===== config.mk =====
export PLATFORM = sky130hd
export DESIGN_NAME = instr_decode_stage_flat
export DESIGN_NICKNAME = d
export VERILOG_FILES = /design/src/rtl/instr_decode_stage_if.sv /design/src/rtl/instr_decode_stage.sv /design/src/flat_wrapper.sv
export SDC_FILE = /design/constraint.sdc
export NUM_CORES = 1
export LEC_CHECK = 0
export CAP_MARGIN = 20
export CORE_ASPECT_RATIO = 0.6
export CORE_MARGIN = 3
export CORE_UTILIZATION = 40
export DETAILED_ROUTE_END_ITERATION = 16
export MAX_ROUTING_LAYER = met4
export PLACE_DENSITY = 0.7
export SLEW_MARGIN = 20
export SYNTH_ARGS = -nofsm -noshare
export SYNTH_HDL_FRONTEND = slang
export SYNTH_SLANG_ARGS = --single-unit

===== constraint.sdc =====
create_clock -name clk -period 3.1 [get_ports clk]
set_input_delay 0.465 -clock clk [delete_from_list [all_inputs] [get_ports clk]]
set_output_delay 0.465 -clock clk [all_outputs]
set_load 0.05 [all_outputs]

===== src/rtl/instr_decode_stage_if.sv =====
// Fetch-to-decode handshake plus the registered decoded-field bundle.
// The decode stage uses the slave modport; the fetch/consumer side uses master.
interface instr_decode_stage_if #(
    parameter int INSTR_W = 32,
    parameter int PC_W    = 32,
    parameter int IMM_W   = 16
);
    logic               in_valid;
    logic               in_ready;
    logic [INSTR_W-1:0] in_instr;
    logic [PC_W-1:0]    in_pc;
    logic               out_valid;
    logic               out_ready;
    logic [PC_W-1:0]    out_pc;
    logic [5:0]         opcode;
    logic [4:0]         rs;
    logic [4:0]         rt;
    logic [4:0]         rd;
    logic [4:0]         shamt;
    logic [5:0]         funct;
    logic [IMM_W-1:0]   imm16;
    logic               imm_neg;
    logic [25:0]        target26;
    logic               is_rtype;
    logic               is_jump;
    logic               is_itype;
    logic [4:0]         wr_reg;

    modport master (
        output in_valid, in_instr, in_pc, out_ready,
        input  in_ready, out_valid, out_pc, opcode, rs, rt, rd, shamt, funct,
               imm16, imm_neg, target26, is_rtype, is_jump, is_itype, wr_reg
    );

    modport slave (
        input  in_valid, in_instr, in_pc, out_ready,
        output in_ready, out_valid, out_pc, opcode, rs, rt, rd, shamt, funct,
               imm16, imm_neg, target26, is_rtype, is_jump, is_itype, wr_reg
    );
endinterface


===== src/rtl/instr_decode_stage.sv =====
// IF/ID stage: 2-entry skid buffer (main + skid) with fields decoded on the way
// into main, so every output is a flop and in_ready never depends on out_ready.
module instr_decode_stage #(
    parameter int INSTR_W = 32,
    parameter int PC_W    = 32,
    parameter int IMM_W   = 16
) (
    input  logic                  clk,
    input  logic                  rst,
    input  logic                  flush,
    instr_decode_stage_if.slave   bus
);
    typedef struct packed {
        logic [PC_W-1:0]  pc;
        logic [5:0]       opcode;
        logic [4:0]       rs;
        logic [4:0]       rt;
        logic [4:0]       rd;
        logic [4:0]       shamt;
        logic [5:0]       funct;
        logic [IMM_W-1:0] imm16;
        logic             imm_neg;
        logic [25:0]      target26;
        logic             is_rtype;
        logic             is_jump;
        logic             is_itype;
        logic [4:0]       wr_reg;
    } fields_t;

    function automatic fields_t decode(input logic [INSTR_W-1:0] w, input logic [PC_W-1:0] pc);
        fields_t f;
        f.pc       = pc;
        f.opcode   = w[31:26];
        f.rs       = w[25:21];
        f.rt       = w[20:16];
        f.rd       = w[15:11];
        f.shamt    = w[10:6];
        f.funct    = w[5:0];
        f.imm16    = w[IMM_W-1:0];
        f.imm_neg  = w[IMM_W-1];
        f.target26 = w[25:0];
        f.is_rtype = (w[31:26] == 6'h00);
        f.is_jump  = (w[31:26] == 6'h02) || (w[31:26] == 6'h03);
        f.is_itype = ~f.is_rtype & ~f.is_jump;
        if (f.is_rtype)
            f.wr_reg = w[15:11];
        else if (w[31:26] == 6'h03)
            f.wr_reg = 5'd31;
        else
            f.wr_reg = w[20:16];
        return f;
    endfunction

    logic               main_valid_q, main_valid_d;
    fields_t            main_q, main_d;
    logic               skid_valid_q, skid_valid_d;
    logic [INSTR_W-1:0] skid_instr_q, skid_instr_d;
    logic [PC_W-1:0]    skid_pc_q, skid_pc_d;

    logic in_xfer;
    logic main_free;

    assign bus.in_ready = ~skid_valid_q & ~rst;
    assign in_xfer      = bus.in_valid & bus.in_ready;
    // Main may take new data when empty or when its content leaves this cycle.
    assign main_free    = ~main_valid_q | bus.out_ready;

    always_comb begin
        main_valid_d = main_valid_q;
        main_d       = main_q;
        skid_valid_d = skid_valid_q;
        skid_instr_d = skid_instr_q;
        skid_pc_d    = skid_pc_q;

        if (main_free) begin
            if (skid_valid_q) begin
                main_valid_d = 1'b1;
                main_d       = decode(skid_instr_q, skid_pc_q);
                skid_valid_d = 1'b0;
            end else if (in_xfer) begin
                main_valid_d = 1'b1;
                main_d       = decode(bus.in_instr, bus.in_pc);
            end else begin
                main_valid_d = 1'b0;
            end
        end else if (in_xfer) begin
            skid_valid_d = 1'b1;
            skid_instr_d = bus.in_instr;
            skid_pc_d    = bus.in_pc;
        end

        // Fields may stay stale after a flush; only the valid bits are dropped.
        if (flush) begin
            main_valid_d = 1'b0;
            skid_valid_d = 1'b0;
        end
    end

    always_ff @(posedge clk) begin
        if (rst) begin
            main_valid_q <= 1'b0;
            main_q       <= '0;
            skid_valid_q <= 1'b0;
            skid_instr_q <= '0;
            skid_pc_q    <= '0;
        end else begin
            main_valid_q <= main_valid_d;
            main_q       <= main_d;
            skid_valid_q <= skid_valid_d;
            skid_instr_q <= skid_instr_d;
            skid_pc_q    <= skid_pc_d;
        end
    end

    assign bus.out_valid = main_valid_q;
    assign bus.out_pc    = main_q.pc;
    assign bus.opcode    = main_q.opcode;
    assign bus.rs        = main_q.rs;
    assign bus.rt        = main_q.rt;
    assign bus.rd        = main_q.rd;
    assign bus.shamt     = main_q.shamt;
    assign bus.funct     = main_q.funct;
    assign bus.imm16     = main_q.imm16;
    assign bus.imm_neg   = main_q.imm_neg;
    assign bus.target26  = main_q.target26;
    assign bus.is_rtype  = main_q.is_rtype;
    assign bus.is_jump   = main_q.is_jump;
    assign bus.is_itype  = main_q.is_itype;
    assign bus.wr_reg    = main_q.wr_reg;
endmodule


===== src/flat_wrapper.sv =====
// flat-port wrapper written by rule: the top's interface ports become plain ports
module instr_decode_stage_flat 
#(
    parameter int INSTR_W = 32,
    parameter int PC_W    = 32,
    parameter int IMM_W   = 16
)
  (clk, rst, flush, bus_in_valid, bus_in_instr, bus_in_pc, bus_out_ready, bus_in_ready, bus_out_valid, bus_out_pc, bus_opcode, bus_rs, bus_rt, bus_rd, bus_shamt, bus_funct, bus_imm16, bus_imm_neg, bus_target26, bus_is_rtype, bus_is_jump, bus_is_itype, bus_wr_reg);
  instr_decode_stage_if #(.INSTR_W(INSTR_W), .PC_W(PC_W), .IMM_W(IMM_W)) bus_i ();
  input  logic clk;
  input  logic rst;
  input  logic flush;
  input wire logic [$bits(bus_i.in_valid)-1:0] bus_in_valid;
  input wire logic [$bits(bus_i.in_instr)-1:0] bus_in_instr;
  input wire logic [$bits(bus_i.in_pc)-1:0] bus_in_pc;
  input wire logic [$bits(bus_i.out_ready)-1:0] bus_out_ready;
  output wire logic [$bits(bus_i.in_ready)-1:0] bus_in_ready;
  output wire logic [$bits(bus_i.out_valid)-1:0] bus_out_valid;
  output wire logic [$bits(bus_i.out_pc)-1:0] bus_out_pc;
  output wire logic [$bits(bus_i.opcode)-1:0] bus_opcode;
  output wire logic [$bits(bus_i.rs)-1:0] bus_rs;
  output wire logic [$bits(bus_i.rt)-1:0] bus_rt;
  output wire logic [$bits(bus_i.rd)-1:0] bus_rd;
  output wire logic [$bits(bus_i.shamt)-1:0] bus_shamt;
  output wire logic [$bits(bus_i.funct)-1:0] bus_funct;
  output wire logic [$bits(bus_i.imm16)-1:0] bus_imm16;
  output wire logic [$bits(bus_i.imm_neg)-1:0] bus_imm_neg;
  output wire logic [$bits(bus_i.target26)-1:0] bus_target26;
  output wire logic [$bits(bus_i.is_rtype)-1:0] bus_is_rtype;
  output wire logic [$bits(bus_i.is_jump)-1:0] bus_is_jump;
  output wire logic [$bits(bus_i.is_itype)-1:0] bus_is_itype;
  output wire logic [$bits(bus_i.wr_reg)-1:0] bus_wr_reg;
  assign bus_i.in_valid = bus_in_valid;
  assign bus_i.in_instr = bus_in_instr;
  assign bus_i.in_pc = bus_in_pc;
  assign bus_i.out_ready = bus_out_ready;
  assign bus_in_ready = bus_i.in_ready;
  assign bus_out_valid = bus_i.out_valid;
  assign bus_out_pc = bus_i.out_pc;
  assign bus_opcode = bus_i.opcode;
  assign bus_rs = bus_i.rs;
  assign bus_rt = bus_i.rt;
  assign bus_rd = bus_i.rd;
  assign bus_shamt = bus_i.shamt;
  assign bus_funct = bus_i.funct;
  assign bus_imm16 = bus_i.imm16;
  assign bus_imm_neg = bus_i.imm_neg;
  assign bus_target26 = bus_i.target26;
  assign bus_is_rtype = bus_i.is_rtype;
  assign bus_is_jump = bus_i.is_jump;
  assign bus_is_itype = bus_i.is_itype;
  assign bus_wr_reg = bus_i.wr_reg;
  instr_decode_stage #(.INSTR_W(INSTR_W), .PC_W(PC_W), .IMM_W(IMM_W)) u_core (.clk(clk), .rst(rst), .flush(flush), .bus(bus_i));
endmodule

==> results.txt <==
Status: complete, no violations
First-pass GRT wire length: 25,200 µm
Setup CP Type: flop to primary output
Placed Instance Area: 0.00761 mm²
RSZ-0062 raised after global routing: no
Vias: 5,275
Vias in the first global route: 4,980
TritonRoute pass-1 iters: 6
Max Slew Vio Count: 0
Met3 usage in global routing: 0.0468
EDFF count, synth: 0
Total track usage: 0.197
R2R depth: 4
CP Capture Type: primary output
Post-CTS Hold Buffers: 0
Worst R2R Setup Slack: 1070 ps
Sequential share of the synthesized area: 0.463
Worst-Margin Slew: 785 ps
Die Ht: 101 µm
Ant. Diodes: 0
CP Launch Type: flop
Clock Path Buffers: 2
Placed cells: 976
Post-DRT Antenna Nets: 0
Global route overflow: 0
Pwr dens: 577 mW/mm²
Post-cts sizing count: 0
Endpoints failing setup: 0
FF-to-FF End: u_core.bus.wr_reg[0]
Clk network pwr share: 0.401
Met2 GRT Util: 0.297
WL final: 16,000 µm
RR Startpoint: u_core.skid_valid_q
Largest net degree at the start of global routing: 78
Worst Hold Depth: 2
Core box area: 0.0141 mm²
Fin. Hold Viols: 0
Fin nets: 872
Max-slew headroom: 0.477
Port Buf Inserts: 185
Worst Hold End: u_core.skid_pc_q[30]
Via/cell ratio: 5.23
CP Max Fanout: 22
Primary FF master, synth: dfxtp_1
Layout area overhead: 36.7%
Hold Startpoint: u_core.skid_pc_q[30]
Met1 Resource Use GR: 0.264
Gr busiest metal: met2
# H-tree levels: 4
Filler instances: 1,233
CTS sink cnt: 138
Area leader, netlist: dfxtp_1
Worst vdd ir: 286 µV
Synth Warn #: 0
Syn nets: 758
Clock root buffer: clkbuf_16
Initial drt markers: 336
Worst EP arrival: 1950 ps
Mean Syn Cell Area: 8.67 µm²
Period utilization: 0.780
Clock latency on the worst-skew pair: 410 ps
HPWL after detailed placement: 10,900 µm
Util after Layout: 0.578
Worst EP required: 2630 ps
Post-synth top area share: 0.463
PnR Total Power: 4.71 mW
Number of max-cap violations: 0
Layout cells sized above 1: 0.0650
Post-synthesis cell type count: 31
Initial antenna violation count: 0
Post-Synthesis Cells: 689
Async set-or-reset flop fraction in the synthesized netlist: 0
TritonCTS Buffers: 17
Fin Setup TNS: 0 ps
Minimum clock period: 2420 ps
Clock skew: 11.4 ps
Fin cells: 1,008
Postcts setup bufs: 0
Fin area: 0.00816 mm²
Die width: 164 µm
Initial core utilization: 0.423
Area of the mapped netlist: 0.00597 mm²
Worst hold path type: flop to flop
Ranking of synthesized cells by area: dfxtp_1, mux2i_1, a211oi_1
Sw Share: 0.302
Worst Setup SP: u_core.skid_valid_q
Logic gate share of total power: 0.195
Die area: 0.0165 mm²
Drt wl/cell: 15.9 µm
Int Pwr: 3.29 mW
Seq pwr share: 0.404
Top Ports: 186
Count leader, synth: dfxtp_1
Clock transition at path regs: 60 ps
Achievable Freq: 413 MHz
Leakage: 2.65 nW
Placement Rows: 33
CTS tree: yes
GPL Wtd Cong: 0.852
DRC: 0
Switch Pwr: 1.42 mW
Synth Register Bits: 138
Post-synth top cells: dfxtp_1, nand2_1, nor2_1, a21oi_1, a211oi_1
-- power groups by stage --
stage	sequential (mW)	clock (mW)	combinational, mW
global route	1.91	2.01	0.968
detailed placement	1.94	0	0.921
global placement	1.94	0	0.913
CTS	1.90	1.94	0.924
finish	1.90	1.89	0.920
floorplan	2.16	0	0.391
-- metal layers --
metal | part of all wire | vias up
met2 | 0.45 | 225
met5 | 0 | -
li1 | - | 2584
met3 | 0.077 | 13
met1 | 0.47 | 2453
met4 | 0.0081 | 0
-- cell usage in the layout, fill, tap and decap left out, types with 2 or more instances in the layout --
master / count
clkinv_4: 2
nor4_1: 3
a211oi_1: 66
nor2b_1: 8
clkbuf_1: 2
clkinv_2: 2
nor3_1: 7
dfxtp_1: 137
clkbuf_16: 17
o221ai_1: 5
buf_4: 6
nor2_1: 80
clkinvlp_4: 5
o32ai_1: 5
clkdlybuf4s50_1: 184
nand2_1: 129
buf_12: 3
a21oi_1: 67
mux2i_1: 58
a211oi_2: 5
a2bb2oi_1: 5
inv_6: 3
-- worst max-delay path by stage --
stage                                    endpoint  slack (ps)  cells after the start
after global routing                 bus_in_ready         620                      2
final                                bus_in_ready         680                      2
after detailed placement             bus_in_ready         700                      3
after CTS                            bus_in_ready         670                      2
after global placement               bus_in_ready         720                      3
after floorplan           u_core.skid_instr_q[26]         990                      5
-- cells by family after synthesis --
| kind of cell | Yosys count | share of synthesized area |
|---|---|---|
| AO/OA/AOI/OAI | 160 | 0.184 |
| XOR/XNOR | 1 | 0.00147 |
| buffers and inverters | 99 | 0.0953 |
| flip-flops | 138 | 0.463 |
| multiplexers | 58 | 0.0972 |
| AND/OR/NAND/NOR | 233 | 0.159 |
-- cell type report --
cell class / instances / area (µm²) / share of cell area
Multi-Input combinational cell: 452 / 2650 / 0.325
Clock inverter: 13 / 121 / 0.0149
Clock buffer: 19 / 433 / 0.0530
Inverter: 1 / 3.75 / 0.000460
Timing Repair Buffer: 193 / 1950 / 0.238
Sequential cell: 138 / 2770 / 0.339
Tap cell: 192 / 240 / 0.0294
-- worst max-delay path, cell delays in order, from the launching register on --
cell	delay, ps
dfxtp_4	450
nor2_1	250
clkdlybuf4s50_1	850
-- stage by stage --
step                hold WS, ps  worst slack (ps)
floorplan                   436               989
CTS                         454               672
global route                474               625
detailed placement          446               700
finish                      453               681
global placement            441               720
Note: power is estimated with default switching activity, not from simulation.
